File: config.mk
export PLATFORM = sky130hd
export DESIGN_NAME = rsa_exp_seq
export DESIGN_NICKNAME = d
export VERILOG_FILES = /design/src/rtl/rsa_exp_seq.sv
export SDC_FILE = /design/constraint.sdc
export NUM_CORES = 1
export LEC_CHECK = 0
export ABC_AREA = 1
export CORE_MARGIN = 2
export CORE_UTILIZATION = 40
export CTS_CLUSTER_SIZE = 12
export DETAILED_ROUTE_END_ITERATION = 16
export GPL_ROUTABILITY_DRIVEN = 0
export MAX_ROUTING_LAYER = met4
export PLACE_DENSITY_LB_ADDON = 0.3
export REMOVE_ABC_BUFFERS = 1
export SLEW_MARGIN = 40
export SYNTH_ARGS = -nofsm -noshare
export SYNTH_HDL_FRONTEND = slang
export SYNTH_SLANG_ARGS = --single-unit
File: constraint.sdc
create_clock -name clk -period 4.3 [get_ports clk]
set_input_delay 0.86 -clock clk [delete_from_list [all_inputs] [get_ports clk]]
set_output_delay 0.86 -clock clk [all_outputs]
set_load 0.1 [all_outputs]
File: src/rtl/rsa_exp_seq.sv
// rtl/rsa_exp_seq.sv - square-and-multiply sequencer for the modular exponentiation datapath
// Scans the captured exponent MSB-first and sequences one shared multiplier operation at a time.
module rsa_exp_seq #(
   parameter int WIDTH = 10
) (
   input  logic             clk,
   input  logic             rst,
   input  logic             start,
   input  logic [WIDTH-1:0] exponent,
   input  logic             mul_done,
   output logic             mul_start,
   output logic [1:0]       sel_a,
   output logic [1:0]       sel_b,
   output logic             load_result,
   output logic             busy,
   output logic             done
);

   localparam int BW = (WIDTH > 1) ? $clog2(WIDTH) : 1;

   localparam logic [1:0] SEL_ONE  = 2'b00;
   localparam logic [1:0] SEL_M    = 2'b01;
   localparam logic [1:0] SEL_R    = 2'b10;
   localparam logic [1:0] SEL_ZERO = 2'b11;

   typedef enum logic [1:0] {
      S_IDLE,
      S_ISSUE,
      S_WAIT,
      S_DONE
   } state_t;

   typedef enum logic [1:0] {
      OP_INIT,
      OP_SQ,
      OP_MUL
   } op_t;

   state_t           state_q, state_d;
   op_t              op_q, op_d;
   logic [BW-1:0]    bit_q, bit_d;
   logic [WIDTH-1:0] exp_q, exp_d;

   always_ff @(posedge clk or posedge rst) begin
      if (rst) begin
         state_q <= S_IDLE;
         op_q    <= OP_INIT;
         bit_q   <= '0;
         exp_q   <= '0;
      end else begin
         state_q <= state_d;
         op_q    <= op_d;
         bit_q   <= bit_d;
         exp_q   <= exp_d;
      end
   end

   // Next op is chosen on the cycle mul_done is seen, so ISSUE follows with no gap.
   always_comb begin
      state_d = state_q;
      op_d    = op_q;
      bit_d   = bit_q;
      exp_d   = exp_q;
      case (state_q)
         S_IDLE: begin
            if (start) begin
               exp_d   = exponent;
               op_d    = OP_INIT;
               bit_d   = BW'(WIDTH - 1);
               state_d = S_ISSUE;
            end
         end
         S_ISSUE: begin
            state_d = S_WAIT;
         end
         S_WAIT: begin
            if (mul_done) begin
               case (op_q)
                  OP_INIT: begin
                     op_d    = OP_SQ;
                     state_d = S_ISSUE;
                  end
                  OP_SQ: begin
                     if (exp_q[bit_q]) begin
                        op_d    = OP_MUL;
                        state_d = S_ISSUE;
                     end else if (bit_q == '0) begin
                        state_d = S_DONE;
                     end else begin
                        bit_d   = bit_q - BW'(1);
                        op_d    = OP_SQ;
                        state_d = S_ISSUE;
                     end
                  end
                  OP_MUL: begin
                     if (bit_q == '0) begin
                        state_d = S_DONE;
                     end else begin
                        bit_d   = bit_q - BW'(1);
                        op_d    = OP_SQ;
                        state_d = S_ISSUE;
                     end
                  end
                  default: begin
                     state_d = S_IDLE;
                  end
               endcase
            end
         end
         S_DONE: begin
            state_d = S_IDLE;
         end
         default: begin
            state_d = S_IDLE;
         end
      endcase
   end

   // Outputs decode only registered state, so an async reset clears them at once.
   always_comb begin
      mul_start   = (state_q == S_ISSUE);
      busy        = (state_q == S_ISSUE) || (state_q == S_WAIT);
      done        = (state_q == S_DONE);
      load_result = (state_q == S_WAIT) && mul_done;
      sel_a       = SEL_ZERO;
      sel_b       = SEL_ZERO;
      if (busy) begin
         case (op_q)
            OP_INIT: begin
               sel_a = SEL_ONE;
               sel_b = SEL_ONE;
            end
            OP_SQ: begin
               sel_a = SEL_R;
               sel_b = SEL_R;
            end
            OP_MUL: begin
               sel_a = SEL_R;
               sel_b = SEL_M;
            end
            default: begin
               sel_a = SEL_ZERO;
               sel_b = SEL_ZERO;
            end
         endcase
      end
   end

endmodule

# Word level (Yosys, flattened, before mapping)
# Index checks and enable logic that the tools add are counted.
# classes
reduce_logical	11
n_eq_ne	10
magnitude_cmp	1
addsub	1
muxes	24
# ops
op	count
$mux W2	10
$pmux W2 S3	3
$mux W4	4
$pmux W4 S2	2
$pmux W2 S2	2
$pmux W2 S4	1
$eq A2 B2 Y1 const B	3
$lt A4 B5 Y1 const B	1
$reduce_and A5 Y1	1
$bmux W1 S4	1
$eq A2 B1 Y1 const B	2
$logic_not A2 Y1	2
$logic_not A4 Y1	1
$ne A2 B2 Y1 const B	2
$ne A4 B1 Y1 const B	1
$reduce_and A2 Y1	2
$reduce_and A4 Y1	1
$sub A4 B1 Y4 const B	1
$ne A3 B1 Y1 const B	1
$ne A3 B3 Y1 const B	1
$reduce_bool A2 Y1	1
$reduce_or A2 Y1	1
$logic_and A1 B1 Y1	1
$logic_or A1 B1 Y1	1
$mux W1	1
# totals
out_inout_bits	8
ff_bits	18
word_cells	51
input_bits	14

# Logic depth before layout (Yosys ltp)
# depth
word_depth	6
ltp_mapped	13
mapped_depth_nobuf	12

# Least setup slack after synthesis
# OpenSTA, ideal clock, no wires.
# synth_timing
path_type	flip-flop to output port
start	register state_q[0]
end	output sel_b[1]
required_ns	3.440
n_path_buf	0
t_arrival_ns	2.932
setup_slack_ns	0.508
stages_incl_launch_ff	5
path_cell_list	dfrtp_1 inv_1 ha_1 nand2_1 or2_2
# synth_via
elab_chain_cells	3
# synth_rtl
element	line	rtl
from (decl)	39	state_t state_q, state_d;
from (signal assigned)	51	state_q <= state_d;
$eq A2 B1 Y1 or $eq A2 B2 Y1 (tied branches)	122	busy = (state_q == S_ISSUE) || (state_q == S_WAIT);
$logic_or A1 B1 Y1 (*)	122	
via busy	15	output logic busy,
$mux W2 (*)	127	if (busy) begin
to (decl)	13	output logic [1:0] sel_b,
# The timed path passes the listed nets; every way through them passes the cells marked *.

# Worst setup path in the final report
# layout_timing
start	register state_q[0]
end	output sel_b[1]
# layout_via
elab_chain_cells	3
# layout_rtl
element	line
$eq A2 B1 Y1 or $eq A2 B2 Y1 (tied branches)	122
$logic_or A1 B1 Y1 (*)	122
$mux W2 (*)	127
# Every way passes the cells marked *; elsewhere a longest branch is shown, timed or not.

==> reports/metrics.csv <==
metric,value,unit
final_common_cell,nand2_1,
ctsResizeCount,0,
crit_fanout,5,
ctsHoldBuffers,0,
die_y,58.57,um
status,"finished, final reports clean",
vias_per_cell,4.824,
max_freq,378.2,MHz
netlist_instances,152,
clkLatencyLatePin,0.30,ns
routedWlPerCell,10.98,um
arrival,1.78,ns
antenna_found_initial,0,
drive_gt1_share,17.82,%
cts_setup_buffers,0,
synth_area,1191,um2
cts_max_path_buffers,2,
final_cell_mix,"nand2_1 (36), inv_1 (21), nand3_1 (19)",
seq_area_frac_synth,37.82,%
pin_count,22,
diodes,0,
synth_warnings,0,
setup_viol,0,
maxSlewHeadroom,56.20,%
drtIter0Drc,30,
drt-total-wl,2250,um
drc,0,
fp.dieW,58.57,um
min_period,2.644,ns
final-max-slew-violation-count,0,
stdcell_count,205,
areaGrowthSynthToFinish,18.59,%
floorplan.initialDensity,42.82,%
die_area,3430,um2
grt_max_degree,19,
critPathKind,reg2out,
fin_nets,198,
clock_sinks,18,
tightest_slew,0.6530,ns
track_usage,16.27,%
syn_avg_cell_area,7.836,um2
placed_cells,201,
finalHoldViolCount,0,
min_path_type,reg2reg,
cts_tree,yes,
routed-via-count,989,
clk_pin_slew,0.10,ns
root_buffer,clkbuf_4,
setup.worst_path.start_class,register,
grt_pass1_wl,4167,um
cts_max_level,1,
first_pass_iters,4,
fillers,262,
end_kind,output pin,
fp.coreArea,2781,um2
rows,19,
dp_hpwl,1730,um
drtAntennaViolNets,0,
fin_crit_sh,61.48,%
setup_tns,0,ns
cap_violations,0,
worstPathRequired,3.44,ns
grt-ovfl-total,0,
cts_made_buffers,3,
ys_seq_elements,18,
rsz0062_at_grt,false,
synth.distinct_cells,24,
grt_pass1_vias,1009,
clock_skew,0.003980,ns
portBuffers,21,
[metal layers]
layer,share of wire [%],GRT usage [%]
met1,46,18.70
met2,46,26.97
met3,5.1,3.077
met4,2.4,8.442
met5,0,-
[sequential cells by signal, summed over array words and instances, names as in the netlist]
register / flops
bit_q: 4
state_q: 2
exp_q: 10
op_q: 2
[cell usage after synthesis]
library cell	count	share of area (%)
or2_2	1	0.53
a21oi_1	7	2.9
nand2_1	36	11
inv_6	1	0.74
or2_0	1	0.53
inv_1	22	6.9
nand2_2	5	2.6
ha_1	9	9.5
buf_6	2	1.9
dfrtp_1	18	38
clkbuf_1	1	0.31
a31oi_2	1	1.1
a31oi_1	1	0.53
o21ai_2	1	0.74
mux2_2	3	2.8
o2111ai_1	1	0.74
nor2_2	1	0.53
inv_2	1	0.31
xnor2_1	1	0.74
nand2_4	3	2.8
a21oi_4	1	1.4
nand3_1	19	8.0
nor2_1	15	4.7
inv_4	1	0.53
[final timing paths]
check / slack [ns] / startpoint / end / depth (start not counted)
max: 1.66 / state_q[0] / sel_b[1] / 5
min reg2reg: 0.51 / exp_q[8] / exp_q[8] / 1
max reg2reg: 2.40 / state_q[0] / op_q[1] / 10
min in group asynchronous: 0.86 / rst / op_q[0] / 2
min: 0.51 / exp_q[8] / exp_q[8] / 1
max in group asynchronous: 3.12 / rst / exp_q[6] / 2
[cell families after synthesis]
logic type	Yosys count	synth area share, %
AOI/OAI and AO/OA	12	7.353
xor gates and xnor gates	1	0.7354
adders and majority gates	9	9.454
buffers and inverters	28	10.71
DFF	18	37.81
muxes	3	2.836
and+or+nand+nor	81	31.09
[worst max-delay path, stage by stage, from the launching register on]
cell and delay (ns):
dfrtp_1 0.43, inv_1 0.09, ha_1 0.34, nand2_1 0.07, or2_2 0.26, buf_2 0.29
[through the flow]
step           area, um2  hold slack (ns)  util, %  setup WS (ns)
2_1_floorplan       1165           0.4715        -         0.5083
3_3_place_gp        1411           0.4915    50.74          1.344
3_5_place_dp        1376           0.4897    49.48          1.697
4_1_cts             1413           0.5145    50.79          1.652
5_1_grt             1413           0.5413    50.79          1.500
6_report            1413           0.5096    50.79          1.656
[area by class of cell]
type,instances,area (um2),area share (%)
sequential,18,450.4,31.89
multi-input combinational,106,613.1,43.40
timing repair buffer,21,172.7,12.22
inverter,25,101.3,7.175
tap,31,38.79,2.746
clock buffer,4,36.28,2.569
Power is left out: the tool's default activity adds up to more than one toggle a clock period on the data nets, which glitch-free logic cannot reach.
